--- src/rtl/cpu_pkg.sv ---
// cpu_pkg: shared fetch-stage state encoding and exception codes
package cpu_pkg;
   typedef enum logic [1:0] {S_IDLE, S_WAIT, S_HOLD, S_DROP} fetch_state_t;
   localparam logic [4:0] EXC_ADEL = 5'h04;
   function automatic logic misaligned(input logic [31:0] a);
      return a[1:0] != 2'b00;
   endfunction
endpackage

--- src/rtl/fetch_ctrl_if.sv ---
// fetch_ctrl_if: pc-stage request, icache read port and id-stage delivery bundle
interface fetch_ctrl_if;
   logic [31:0] pc_i;
   logic        req_valid_i;
   logic        fetch_ready_o;
   logic        flush_i;
   logic        stall_i;
   logic        icache_ren_o;
   logic [31:0] icache_addr_o;
   logic        icache_ok_i;
   logic [31:0] icache_rdata_i;
   logic        inst_valid_o;
   logic [31:0] inst_o;
   logic [31:0] pc_o;
   logic        adel_o;
   modport master (
      input  pc_i, req_valid_i, flush_i, stall_i, icache_ok_i, icache_rdata_i,
      output fetch_ready_o, icache_ren_o, icache_addr_o, inst_valid_o, inst_o, pc_o, adel_o
   );
   modport slave (
      output pc_i, req_valid_i, flush_i, stall_i, icache_ok_i, icache_rdata_i,
      input  fetch_ready_o, icache_ren_o, icache_addr_o, inst_valid_o, inst_o, pc_o, adel_o
   );
endinterface

--- src/rtl/fetch_ctrl.sv ---
// fetch_ctrl: single-outstanding icache fetch FSM with stall hold register and flush drop
module fetch_ctrl
   import cpu_pkg::*;
(
   input logic         clk,
   input logic         rst,
   fetch_ctrl_if.master bus
);
   fetch_state_t state, state_nx, issue, post;
   logic [31:0]  addr, hold_inst, hold_pc;
   logic [4:0]   hold_exc;
   logic         ready, accept, reply, capture, valid, in_wait, in_hold;
   always_comb begin
      in_wait  = state == S_WAIT;
      in_hold  = state == S_HOLD;
      ready    = rst ? 1'b0 : state == S_IDLE ? 1'b1 : in_wait ? bus.icache_ok_i && !bus.stall_i : in_hold ? !bus.stall_i : 1'b0;
      accept   = bus.req_valid_i && ready && !bus.flush_i;
      reply    = in_wait && bus.icache_ok_i && !bus.flush_i;
      capture  = reply && bus.stall_i;
      valid    = !rst && !bus.flush_i && ((reply && !bus.stall_i) || in_hold);
      issue    = misaligned(bus.pc_i) ? S_HOLD : S_WAIT;
      post     = accept ? issue : S_IDLE;
      state_nx = state == S_IDLE ? post
               : in_wait ? (bus.flush_i ? (bus.icache_ok_i ? S_IDLE : S_DROP)
                           : !bus.icache_ok_i ? S_WAIT : bus.stall_i ? S_HOLD : post)
               : in_hold ? (bus.flush_i ? S_IDLE : bus.stall_i ? S_HOLD : post)
               : (bus.icache_ok_i ? S_IDLE : S_DROP);
   end
   always_ff @(posedge clk) begin
      if (rst) begin
         state     <= S_IDLE;
         addr      <= '0;
         hold_inst <= '0;
         hold_pc   <= '0;
         hold_exc  <= '0;
      end else begin
         state <= state_nx;
         if (accept && !misaligned(bus.pc_i)) addr <= bus.pc_i;
         if (accept && misaligned(bus.pc_i)) begin
            hold_inst <= '0;
            hold_pc   <= bus.pc_i;
            hold_exc  <= EXC_ADEL;
         end else if (capture) begin
            hold_inst <= bus.icache_rdata_i;
            hold_pc   <= addr;
            hold_exc  <= '0;
         end
      end
   end
   // WAIT delivers the reply combinationally; HOLD replays the captured entry
   assign bus.fetch_ready_o = ready;
   assign bus.icache_ren_o  = !rst && (in_wait || state == S_DROP);
   assign bus.icache_addr_o = rst ? '0 : addr;
   assign bus.inst_valid_o  = valid;
   assign bus.inst_o        = !valid ? '0 : in_wait ? bus.icache_rdata_i : hold_inst;
   assign bus.pc_o          = !valid ? '0 : in_wait ? addr : hold_pc;
   assign bus.adel_o        = valid && in_hold && hold_exc == EXC_ADEL;
endmodule

--- src/flat_wrapper.sv ---
// flat-port wrapper written by rule: the top's interface ports become plain ports
module fetch_ctrl_flat import cpu_pkg::*;
  (clk, rst, bus_pc_i, bus_req_valid_i, bus_flush_i, bus_stall_i, bus_icache_ok_i, bus_icache_rdata_i, bus_fetch_ready_o, bus_icache_ren_o, bus_icache_addr_o, bus_inst_valid_o, bus_inst_o, bus_pc_o, bus_adel_o);
  fetch_ctrl_if bus_i ();
  input logic clk;
  input logic rst;
  input wire logic [$bits(bus_i.pc_i)-1:0] bus_pc_i;
  input wire logic [$bits(bus_i.req_valid_i)-1:0] bus_req_valid_i;
  input wire logic [$bits(bus_i.flush_i)-1:0] bus_flush_i;
  input wire logic [$bits(bus_i.stall_i)-1:0] bus_stall_i;
  input wire logic [$bits(bus_i.icache_ok_i)-1:0] bus_icache_ok_i;
  input wire logic [$bits(bus_i.icache_rdata_i)-1:0] bus_icache_rdata_i;
  output wire logic [$bits(bus_i.fetch_ready_o)-1:0] bus_fetch_ready_o;
  output wire logic [$bits(bus_i.icache_ren_o)-1:0] bus_icache_ren_o;
  output wire logic [$bits(bus_i.icache_addr_o)-1:0] bus_icache_addr_o;
  output wire logic [$bits(bus_i.inst_valid_o)-1:0] bus_inst_valid_o;
  output wire logic [$bits(bus_i.inst_o)-1:0] bus_inst_o;
  output wire logic [$bits(bus_i.pc_o)-1:0] bus_pc_o;
  output wire logic [$bits(bus_i.adel_o)-1:0] bus_adel_o;
  assign bus_i.pc_i = bus_pc_i;
  assign bus_i.req_valid_i = bus_req_valid_i;
  assign bus_i.flush_i = bus_flush_i;
  assign bus_i.stall_i = bus_stall_i;
  assign bus_i.icache_ok_i = bus_icache_ok_i;
  assign bus_i.icache_rdata_i = bus_icache_rdata_i;
  assign bus_fetch_ready_o = bus_i.fetch_ready_o;
  assign bus_icache_ren_o = bus_i.icache_ren_o;
  assign bus_icache_addr_o = bus_i.icache_addr_o;
  assign bus_inst_valid_o = bus_i.inst_valid_o;
  assign bus_inst_o = bus_i.inst_o;
  assign bus_pc_o = bus_i.pc_o;
  assign bus_adel_o = bus_i.adel_o;
  fetch_ctrl u_core (.clk(clk), .rst(rst), .bus(bus_i));
endmodule
--- config.mk ---
export PLATFORM = sky130hd
export DESIGN_NAME = fetch_ctrl_flat
export DESIGN_NICKNAME = d
export VERILOG_FILES = /design/src/rtl/cpu_pkg.sv /design/src/rtl/fetch_ctrl_if.sv /design/src/rtl/fetch_ctrl.sv /design/src/flat_wrapper.sv
export SDC_FILE = /design/constraint.sdc
export NUM_CORES = 1
export LEC_CHECK = 0
export ABC_AREA = 1
export CAP_MARGIN = 20
export CORE_MARGIN = 3
export CORE_UTILIZATION = 35
export CTS_BUF_LIST = sky130_fd_sc_hd__clkbuf_8
export CTS_CLUSTER_SIZE = 20
export DETAILED_ROUTE_END_ITERATION = 10
export GPL_ROUTABILITY_DRIVEN = 0
export PLACE_DENSITY = 0.59
export SLEW_MARGIN = 20
export SYNTH_ARGS = -nofsm -noshare
export SYNTH_HDL_FRONTEND = slang
export SYNTH_SLANG_ARGS = --single-unit
export TNS_END_PERCENT = 100
--- constraint.sdc ---
create_clock -name clk -period 3.7 [get_ports clk]
set_input_delay 0.74 -clock clk [delete_from_list [all_inputs] [get_ports clk]]
set_output_delay 0.74 -clock clk [all_outputs]
set_load 0.02 [all_outputs]
==> results.toml <==
[worst_setup_path]
worstSetupStartpoint = "bus_icache_ok_i"
cp.arrival_ns = 2.74
rr_worst_depth = 9
rrSetupSlack_ns = 1.30
crit_type = "primary input to output port"
critPathRequiredTime_ns = 2.96
r2r_start = "u_core.state[0]"
worstSetupEndpoint = "bus_pc_o[26]"
cp-end-kind = "output port"
timing.rr.end = "u_core.hold_pc[1]"
critPathLaunchType = "primary input"
worstPathMaxFanout = 9

[clock_network]
clkTransAtPathRegs_ns = 0.09
cts_inserted_buffers = 9
htree_levels = 3
clock_latency_ns = 0.36
cts.sinks = 99
clk_path_buf_depth = 2
tritoncts = "done"
holdBufCountCts = 0
cts_root_buffer = "clkbuf_8"

[synth]
syn_avg_cell_area_um2 = 5.946
syn_area_um2 = 5500
syn_nets = 995
synthCells = 925
yosysSeqAreaShare_pct = 36.03
ys_ff_latch = 99
synth.distinct_cells = 18
yosysWarnings = 0

[drt]
wl_per_cell_um = 14.78
drc_errors = 0
dr_total_vias = 6196
drt.antenna.violating_nets = 0
first_iter_violations = 426
viasPerCell = 4.894
wirelength_um = 18710
detail_route.first_pass.iterations = 4

[die]
row_count = 45
start_util_pct = 35.92
die_h_um = 131.4
io_pins = 170
die_w_um = 131.4
dieArea_um2 = 17260
core_area_um2 = 15310

[pwr]
clock_power_share_pct = 32.9
p_int_w = 0.001523
irDropWorstVdd_mv = 0.1556
switching_share_pct = 27.61
seqPwrFrac_pct = 52.6
power.density_nw_per_um2 = 274.6
power_frac_comb_pct = 14.5
p_leak_nw = 4.010
switching_power_w = 0.0005808

[cells_and_area]
final_util_pct = 50.02
syn2layout_area_growth_pct = 39.26
diodes = 0
fin_nets = 1121
drive_above_1_share_pct = 4.550
mostFrequentLayoutCells = "304 x nand2_1, 129 x a21oi_1, 109 x clkdlybuf4s50_1"
stdcell_area_um2 = 7660
final_common_cell = "nand2_1"
fillCellCount = 1665

[job]
max_cap_violations = 0

[sta]
max_freq_mhz = 287.5
min_period_over_period_pct = 94.02
setup_viol = 0
slew_viol_final = 0
clock_skew_ns = 0.006492
hold_viol = 0
tns_ns = 0
fin_crit_ns = 3.479
rsz0062_at_grt = "no"
slew_headroom_pct = 48.68
worst_pin_slew_ns = 0.7699

[outcome]
run_status = "complete, no violations"

[global_route]
grt_pass1_wl_um = 31120
grt_usage_pct = 21.52
antenna_found_initial = 0
grt_pass1_vias = 6064
grt-ovfl-total = 0
grt_max_degree = 65

[hold_path]
min_from = "u_core.hold_exc[2]"
hold_path.class = "flip-flop to flip-flop"

[placement]
dp_hpwl_um = 11900
portBuffers = 169
placed_cell_area_um2 = 7336
[repair_timing]
item	CTS	global route
pin swaps	0	0
resized for setup	1	57
hold endpoints to repair	0	0
setup buffers	0	0
endpoints found under the setup margin	1	57
[worst min path at each step]
stage	cells after the start	slack, ns	endpoint
6_report	2	0.47	u_core.hold_exc[2]
3_3_place_gp	2	0.45	u_core.hold_exc[2]
5_1_grt	2	0.49	u_core.hold_inst[15]
2_1_floorplan	2	0.44	u_core.hold_exc[2]
4_1_cts	2	0.47	u_core.hold_inst[21]
3_5_place_dp	2	0.46	u_core.hold_inst[21]
[critical path: stages]
cell and delay, ns:
clkdlybuf4s50_1 0.50, inv_1 0.11, nor3_4 0.19, nand2_1 0.07
nand2_1 0.07, nand2_2 0.16, a21oi_1 0.25, clkdlybuf4s50_1 0.64
[cell usage after synthesis]
library cell | number | area (um2)
nand2_1 | 307 | 1152
clkinv_1 | 1 | 3.750
buf_4 | 1 | 7.510
nor2_1 | 105 | 394.1
inv_2 | 2 | 7.510
nand3b_1 | 3 | 22.52
nor3_4 | 1 | 16.27
buf_2 | 20 | 100.1
buf_1 | 3 | 11.26
nand4_1 | 31 | 193.9
nand3_1 | 94 | 470.5
o21ai_0 | 3 | 15.01
or2_2 | 1 | 6.260
clkbuf_1 | 53 | 198.9
a31oi_1 | 1 | 6.260
inv_1 | 71 | 266.5
a21oi_1 | 129 | 645.6
dfxtp_1 | 99 | 1982
[power groups by stage]
| stage | Combinational, W | Clock, W | Sequential [W] |
|---|---|---|---|
| 2_1_floorplan | 0.000155 | 0 | 0.00113 |
| 3_3_place_gp | 0.000307 | 0 | 0.00113 |
| 3_5_place_dp | 0.000306 | 0 | 0.00113 |
| 4_1_cts | 0.000308 | 0.000717 | 0.00111 |
| 5_1_grt | 0.000339 | 0.000752 | 0.00111 |
| 6_report | 0.000305 | 0.000692 | 0.00111 |
[routing by layer]
metal	track usage [%]	wire, um	up-vias
met1	28.05	9010	2844
met4	6.184	254	0
met5	0	0	-
met2	36.81	8574	146
li1	-	-	3187
met3	3.560	873	19
[sequential cells by signal, summed over array words and instances, names as in the netlist]
| register | count |
|---|---|
| u_core.hold_exc | 1 |
| u_core.hold_inst | 32 |
| u_core.state | 2 |
| u_core.addr | 32 |
| u_core.hold_pc | 32 |
[stage by stage]
step | worst slack, ns | total power (W) | instances | hold slack [ns]
final | 0.2214 | 0.002103 | 1266 | 0.4706
after detailed placement | 0.002098 | 0.001438 | 1251 | 0.4551
after global placement | 0.02313 | 0.001438 | 1251 | 0.4525
after floorplan | 1.005 | 0.001284 | 925 | 0.4445
after global routing | 0.03505 | 0.002202 | 1266 | 0.4877
after CTS | 0.03179 | 0.002132 | 1266 | 0.4693
[cell families after synthesis]
| family | count (synthesis) | share of synthesized area, % |
|---|---|---|
| AND/OR/NAND/NOR | 542 | 41.01 |
| flip-flops | 99 | 36.03 |
| buffers and inverters | 151 | 10.83 |
| AO/OA/AOI/OAI | 133 | 12.12 |
[layout make-up]
type	count	area, um2	area share [%]
clock buffers	9	123.9	1.617
clock inverters	6	58.81	0.7677
inverters	74	277.8	3.626
multi-input cells	675	2945	38.45
flip-flops and latches	99	1982	25.87
well taps	211	264.0	3.447
repair buffers	192	2008	26.22
Power figures use the tool's default switching activity.
